--- config.mk ---
export PLATFORM = sky130hd
export DESIGN_NAME = zero_run_tracker
export DESIGN_NICKNAME = d
export VERILOG_FILES = /design/src/rtl/zero_run_tracker.sv
export SDC_FILE = /design/constraint.sdc
export NUM_CORES = 1
export LEC_CHECK = 0
export BUFFER_PORTS_ARGS = -buffer_cell sky130_fd_sc_hd__buf_2
export CAP_MARGIN = 10
export CORE_ASPECT_RATIO = 0.6
export CORE_MARGIN = 2
export CORE_UTILIZATION = 57
export CTS_CLUSTER_SIZE = 16
export DETAILED_ROUTE_END_ITERATION = 8
export PLACE_DENSITY = 0.83
export SKIP_CTS_REPAIR_TIMING = 1
export SYNTH_ARGS = -nofsm -noshare
export SYNTH_HDL_FRONTEND = slang
export SYNTH_SLANG_ARGS = --single-unit
--- constraint.sdc ---
create_clock -name clk -period 1.8 [get_ports clk]
set_input_delay 0.54 -clock clk [delete_from_list [all_inputs] [get_ports clk]]
set_output_delay 0.54 -clock clk [all_outputs]
set_load 0.05 [all_outputs]
--- src/rtl/zero_run_tracker.sv ---
// zero_run_tracker: flags all-zero words and tracks zero-run lengths behind a registered two-entry (output + skid) buffer
module zero_run_tracker #(
  parameter int WIDTH = 4,
  parameter int CNT_W = 8
) (
  input  logic             clk,
  input  logic             rst_n,
  input  logic             clear,
  input  logic             in_valid,
  output logic             in_ready,
  input  logic [WIDTH-1:0] in_data,
  output logic             out_valid,
  input  logic             out_ready,
  output logic             out_zero,
  output logic [CNT_W-1:0] out_run,
  output logic             out_run_end
);
  logic [CNT_W-1:0] r_run;
  logic [CNT_W+1:0] r_o, r_s;
  logic             r_o_v, r_s_v, r_rdy;
  logic             w_acc, w_zero;
  logic [CNT_W-1:0] w_base, w_inc;
  logic [CNT_W+1:0] w_rec;
  always_comb begin
    w_acc  = in_valid && r_rdy;
    w_zero = ~|in_data;
    w_base = clear ? '0 : r_run;
    w_inc  = &w_base ? w_base : w_base + 1'b1;
    w_rec  = {w_zero, w_zero ? w_inc : w_base, !w_zero && |w_base};
  end
  always_ff @(posedge clk or negedge rst_n) begin
    if (!rst_n) begin
      r_run <= '0;
      r_o   <= '0;
      r_s   <= '0;
      r_o_v <= 1'b0;
      r_s_v <= 1'b0;
      r_rdy <= 1'b1;
    end else begin
      r_run <= w_acc ? (w_zero ? w_inc : '0) : w_base;
      if (r_o_v && !out_ready) begin
        if (w_acc) begin
          r_s   <= w_rec;
          r_s_v <= 1'b1;
          r_rdy <= 1'b0;
        end
      end else if (r_s_v) begin
        r_o   <= r_s;
        r_o_v <= 1'b1;
        r_s_v <= 1'b0;
        r_rdy <= 1'b1;
      end else begin
        r_o_v <= w_acc;
        if (w_acc) r_o <= w_rec;
      end
    end
  end
  assign in_ready    = r_rdy;
  assign out_valid   = r_o_v;
  assign out_zero    = r_o[CNT_W+1];
  assign out_run     = r_o[CNT_W:1];
  assign out_run_end = r_o[0];
endmodule

== Word-level counts from Yosys, hierarchy flattened ==
Cells that the tools add are included.
Word-level totals
  bits in registers: 31
  input port bits: 9
Cells by class
  add/subtract/negate cells: 1
  eq/ne operators: 1
  mux-type cells: 13
  bitwise logic cells: 1
  reductions and logical operators: 13
Operator list (number)
  $mux 8: 5
  $mux 10: 2
  $add 8x1->8 const B: 1
  $reduce_and 8->1: 1
  $reduce_or 8->1: 1
  $mux 1: 6
  $reduce_and 2->1: 3
  $reduce_bool 2->1: 2
  $reduce_or 4->1: 1
  $logic_and 1x1->1: 3
  $logic_not 1->1: 2
  $ne 2x2->1 const B: 1
  $not 1->1: 1

== Depth between registers and ports, before layout ==
Gate-level depths: netlist of the first run.
  depth after elaboration: 6
  depth in mapped cells: 6
  mapped depth without buffers: 4

== Worst setup path before layout of the first run ==
No wires, ideal clock.
  path type: input to register
  from: input port in_data[1]
  to: register r_o[7]
  library setup time: 0.121 ns
  data arrival time: 1.728 ns
  data required time: 1.679 ns
  path slack: -0.050 ns
  cell stages on the path: 5
  buffers on the path: 1
  path through: or4_1 > buf_2 > nor4b_2 > nor4_1 > o22a_1
On the way
  longest elaborated chain between the ends: 4
RTL lines
  start, declared: RTL line 11  | input logic [WIDTH-1:0] in_data,
  $reduce_or 4->1: RTL line 26  | w_zero = ~|in_data;
  $mux 8: RTL line 29  | w_rec = {w_zero, w_zero ? w_inc : w_base, !w_zero && |w_base};
  $mux 10: RTL line 54  | if (w_acc) r_o <= w_rec;
  $mux 10: RTL line 47  | end else if (r_s_v) begin
  end signal, assigned: RTL line 48  | r_o <= r_s;
  end signal, assigned: RTL line 54
  end, declared: RTL line 19  | logic [CNT_W+1:0] r_o, r_s;
No other way between the ends. The select of a mux whose other input is x is not followed.
A chain may end at the register's enable or synchronous reset.

== Worst setup path after layout of the first run ==
  from: input port in_data[1]
  to: register r_o[5]
Same word-level chain as after synthesis.

==> metrics.txt, run 1 <==
Max Clock Freq between 500 and 600 MHz; Final Cell Area 2020 µm²; Most used DFF post-synth dfrtp_1; # nets final around 220; aggregate global routing overflow 0; Post-Syn Nets 195; fraction of layout cells with a size suffix above 1 0.245; share of synthesized registers carrying an async set or reset 1.00; initial drt markers 233; std cell rows 15; R2R Path End r_o[2]; Residual DRC 0; I/O pins 21; Via density roughly 6.4; I/O Buffers 20; final setup TNS 0 ns; sequential-to-total area share from yosys stat 0.451; setup violators final 0; Area Overhead vs Synth 17.0%; critical path endpoint category flop; RSZ-0062 raised after global routing false; die height 46.6 µm; fin crit share 0.927; Seq cells post-synth 31; Setup WS pre-CTS -0.166 ns; core area 2870 µm²; Lkg Pwr 0.000903 µW; max-cap viol count 0; largest net degree at the start of global routing 32; Critical Path Source Type input port; Routed WL per cell around 17 µm; Slew Viols, Final 0; CP Data Arrival Time ~1.9 ns; Cell Area, Placed 1910 µm²; pwr dens 671 nW/µm²; Slew @ Worst Pin 0.690 ns; mapped cell area 1720 µm²; initial core utilization 0.600; Finished Layout Cells 258; EDFF count, synth 0; total number of vias 1644; post-synthesis area per instance 9.26 µm²; Final Wtd Congestion 0.981; CP peak stage delay 0.58 ns; Post-Synthesis Cells 186; Reg2Reg Setup Slack 0.16 ns; drt total wl 4360 µm; CTS tree yes; number of antenna diodes 0; Yosys cell types 45; clock sink total 31; clock skew ~0.0034 ns; worst path cell trace buf_2 -> or4_4 -> buf_4 -> nor2_1 -> o211ai_1 -> a31oi_1; Inserted Clock Buffers 5; hpwl dp 3090 µm; Setup CP Type in2reg; Routed Antenna Nets 0; status finished, final reports clean; Overall Global Routing Usage 0.285; type of the tightest min-delay check in2async; antenna violations before repair 0; Yosys warning total 0; number of global-route vias before repair 1459; path depth of the worst reg2reg path 4; placed insts 250; setup ws final approximately 0.13 ns; Worst VDD drop 392 µV; Hold Vio Cnt, Final 0; min Tclk post-route roughly 1.7 ns; reg-to-reg startpoint r_run[5]; CP max FO 6; Clk Tree Root Cell clkbuf_8; worst rel slew slack 0.540; Pre-antenna DRT Iters 5; Worst-Skew Late Latency 0.28 ns; die area 3490 µm²; total power about 1400 µW; maximum root-to-sink buffer count 2; H-tree depth 2; global-route wire length before repair 7180 µm; Die X approximately 75 µm; clock-pin slew on the worst setup and hold paths around 0.060 ns; critical path's slowest cell or4_4; critical path data required time 2.00 ns
==> cells by family (layout without fill, tap and decap cells) <==
group,count (synthesis),in the layout,share of synthesized area
xor+xnor,1,1,0.00508
simple gates,75,75,0.232
flops,31,31,0.451
mux,2,2,0.0116
compound gates,58,58,0.225
buf+inv,19,49,0.0748
==> registers in the layout, summed over array words and instances, names as in the netlist <==
name       flops
r_o           10
r_s_v          1
r_run          8
r_s           10
in_ready       1
out_valid      1
==> layer usage <==
metal | global-route usage | routed length, µm | vias to the layer above
met5 | 0 | 0 | -
met4 | 0.114 | 66 | 0
met3 | 0.0678 | 374 | 11
met2 | 0.439 | 2030 | 92
met1 | 0.389 | 1890 | 786
li1 | - | - | 755
==> cell usage in the layout, fill, tap and decap left out, types with 3 or more instances in the layout <==
master	synthesis	final
a21oi_1	12	12
clkbuf_8	5	7
nor3_1	3	3
nand2b_1	3	3
nand3_1	5	5
o211ai_1	4	4
a31oi_1	9	9
dfrtp_1	30	29
a41oi_1	3	3
buf_2	2	20
nor4_1	5	5
nor2_1	15	15
inv_1	4	4
a211oi_1	5	5
o21ai_0	10	10
buf_4	1	16
nand2_1	28	28
==> where the power goes <==
group / leakage (µW) / internal [µW] / switching, µW
clock: 0.0000515 / 349 / 251
sequential: 0.000428 / 697 / 0.00000000000185
combinational: 0.000423 / 16.6 / 38.7
total: 0.000903 / 1060 / 289
==> worst max-delay path by stage <==
stage	cells after the start	startpoint	endpoint	slack, ns
final	6	in_data[1]	r_o[5]	0.13
after floorplan	5	in_data[1]	r_o[7]	-0.01
after global routing	4	r_run[0]	r_s[7]	0.03
after CTS	4	r_run[5]	r_o[2]	0.11
after detailed placement	6	in_data[1]	r_o[5]	-0.17
after global placement	5	in_data[1]	r_o[7]	-0.09
==> per-stage QoR <==
step | hold WS, ns | utilization
finish | 0.301 | 0.702
global route | 0.354 | 0.702
CTS | 0.320 | 0.702
detailed placement | 0.465 | 0.667
global placement | 0.460 | 0.667
floorplan | 0.244 | -
==> area by class of cell <==
cell class	count	area, µm²
sequential	31	778
timing repair buffer	37	240
inverter	4	15.0
fill	226	856
clock buffer	8	100
tap	42	52.6
multi-input combinational	136	830
==> worst max-delay path, delay by kind of cell <==
family	cells	cell delay, ns
buffers and inverters	2	0.30
AND/OR/NAND/NOR	2	0.72
AO/OA/AOI/OAI	2	0.32
==> cells in the mapped netlist, types with 4 or more instances <==
library cell | count | area, µm²
a21oi_1 | 12 | 60.1
a211oi_1 | 5 | 37.5
o21ai_0 | 10 | 50.1
clkbuf_8 | 5 | 68.8
nor2_1 | 15 | 56.3
clkbuf_1 | 6 | 22.5
a31oi_1 | 9 | 56.3
dfrtp_1 | 30 | 751
o211ai_1 | 4 | 30.0
nand3_1 | 5 | 25.0
inv_1 | 4 | 15.0
nor4_1 | 5 | 31.3
nand2_1 | 28 | 105
Note: power is estimated with default switching activity, not from simulation.
==> run 2: changes to the inputs <==
--- a/config.mk
+++ b/config.mk
@@ -13,6 +13,7 @@
 export CTS_CLUSTER_SIZE = 16
 export DETAILED_ROUTE_END_ITERATION = 8
 export PLACE_DENSITY = 0.83
+export RECOVER_POWER = 25
 export SKIP_CTS_REPAIR_TIMING = 1
 export SYNTH_ARGS = -nofsm -noshare
 export SYNTH_HDL_FRONTEND = slang
==> metrics.txt, run 2 (synthesized netlist as in run 1, its figures left out) <==
status finished, final reports clean; combinational share of power 0.041 (about the same); Finished Layout Cells 258 (unchanged); most common cell after layout, fill and taps aside dfrtp_1; clock power share 0.444 (about the same); core area 2870 µm² (unchanged); die height 46.6 µm (unchanged); Overall Global Routing Usage 0.285 (unchanged); setup ws final 0.132 ns (unchanged); Switching Share 0.214 (about the same); grt met3 use 0.0678 (unchanged); FILL cells 226 (unchanged); # nets final 224 (unchanged); clock skew 0.00344 ns (unchanged); aggregate global routing overflow 0 (unchanged); biggest regs r_o x10, r_s x10, r_run x8; std cell rows 15 (unchanged); area of the multi-input gates 830 µm² (unchanged); Residual DRC 0 (unchanged); worst path cell trace buf_2 -> or4_4 -> buf_4 -> nor2_1 -> o211ai_1 -> a31oi_1; fraction of layout cells with a size suffix above 1 0.245 (unchanged); critical path endpoint category flop; Slew Viols, Final 0 (unchanged); Reg area 778 µm² (unchanged); P_sw 289 µW (about the same); Reg2Reg Setup Slack 0.16 ns (about the same); Via density 6.37 (unchanged); clock sink total 31 (unchanged); Max Clock Freq 600 MHz (unchanged); placed insts 250 (unchanged); Final Wtd Congestion 0.981 (unchanged); Lkg Pwr 0.000903 µW (about the same); hpwl dp 3090 µm (unchanged); M1 GR Usage 0.389 (unchanged); path depth of the worst reg2reg path 4 (unchanged); antenna violations before repair 0 (unchanged); Worst VDD drop 392 µV (about the same); clock-pin slew on the worst setup and hold paths 0.06 ns (about the same); RSZ-0062 raised after global routing false; setup violators final 0 (unchanged); fin crit share 0.927 (unchanged); Setup CP Type in2reg; min Tclk post-route 1.67 ns (unchanged); Seq pwr share 0.516 (about the same); number of antenna diodes 0 (unchanged); Area Overhead vs Synth 17.0% (unchanged); Setup WS pre-CTS -0.166 ns (unchanged); reg-to-reg startpoint r_run[5]; gr busiest metal met2; worst rel slew slack 0.486 (-0.0542); CP peak stage delay 0.58 ns (about the same); Cell Area, Placed 1910 µm² (unchanged); die area 3490 µm² (unchanged); I/O Buffers 20 (unchanged); R2R Path End r_o[2]; most frequent cells in the layout dfrtp_1, nand2_1, buf_2; H-tree depth 2 (unchanged); internal power 1060 µW (about the same); Worst-Skew Late Latency 0.28 ns (about the same); critical path data required time 2.00 ns (about the same); M2 GR Usage 0.439 (unchanged); total number of vias 1644 (unchanged); I/O pins 21 (unchanged); Slew @ Worst Pin 0.772 ns (+0.0814 ns); Inserted Clock Buffers 5 (unchanged); Routed WL per cell 16.9 µm (about the same); Hold Vio Cnt, Final 0 (unchanged); CP Data Arrival Time 1.87 ns (about the same); initial core utilization 0.600 (unchanged); total power 1350 µW (about the same); largest net degree at the start of global routing 32 (unchanged); max-cap viol count 0 (unchanged); initial drt markers 233 (unchanged); maximum root-to-sink buffer count 2 (unchanged); Routed Antenna Nets 0 (unchanged); global-route wire length before repair 7180 µm (unchanged); type of the tightest min-delay check in2async; critical path's slowest cell or4_4; final setup TNS 0 ns (unchanged); Die X 75.0 µm (unchanged); CTS tree yes; Final Cell Area 2020 µm² (unchanged); Clk Tree Root Cell clkbuf_8; Critical Path Source Type input port; drt total wl 4360 µm (about the same); CP max FO 6 (unchanged); pwr dens 671 nW/µm² (about the same); Pre-antenna DRT Iters 5 (unchanged); number of global-route vias before repair 1459 (unchanged)
[run 2: changes by cell type in the layout (fill, tap and decap cells not counted)]
cell,previous run,this run
buf_2,20,19
clkbuf_2,0,1
[run 2: power groups by stage]
stage	Clock, µW	Sequential, µW	Combinational (µW)
CTS	608	697	55.7
global route	641	696	61.0
detailed placement	0	710	55.3
global placement	0	710	52.8
floorplan	0	710	21.3
finish	599	697	55.2
[run 2: area by class of cell]
| type | instances | area share |
|---|---|---|
| Clock buffer | 8 | 0.0497 |
| Inverter | 4 | 0.00745 |
| Tap cell | 42 | 0.0261 |
| Sequential cell | 31 | 0.386 |
| Timing Repair Buffer | 37 | 0.119 |
| Multi-Input combinational cell | 136 | 0.412 |
[run 2: per-layer routing]
layer | up-vias | share of wire
met5 | - | 0
met4 | 0 | 0.015
met3 | 11 | 0.086
met2 | 92 | 0.47
met1 | 786 | 0.43
li1 | 755 | -
[run 2: how the worst max path moves through the flow]
stage	start	endpoint	slack (ns)
after global placement	in_data[1]	r_o[7]	-0.09
after detailed placement	in_data[1]	r_o[5]	-0.17
final	in_data[1]	r_o[5]	0.13
after global routing	r_run[0]	r_s[7]	0.03
after CTS	r_run[5]	r_o[2]	0.11
after floorplan	in_data[1]	r_o[7]	-0.01
[run 2: worst max-delay path: cells and delay by family]
| family | cells | cell delay [ns] |
|---|---|---|
| compound gates | 2 | 0.32 |
| buf+inv | 2 | 0.30 |
| simple gates | 2 | 0.72 |
[run 2: per-stage QoR]
stage,utilization,hold slack (ns)
CTS,0.702,0.320
global placement,0.667,0.460
floorplan,-,0.244
finish,0.702,0.326
global route,0.702,0.387
detailed placement,0.667,0.465
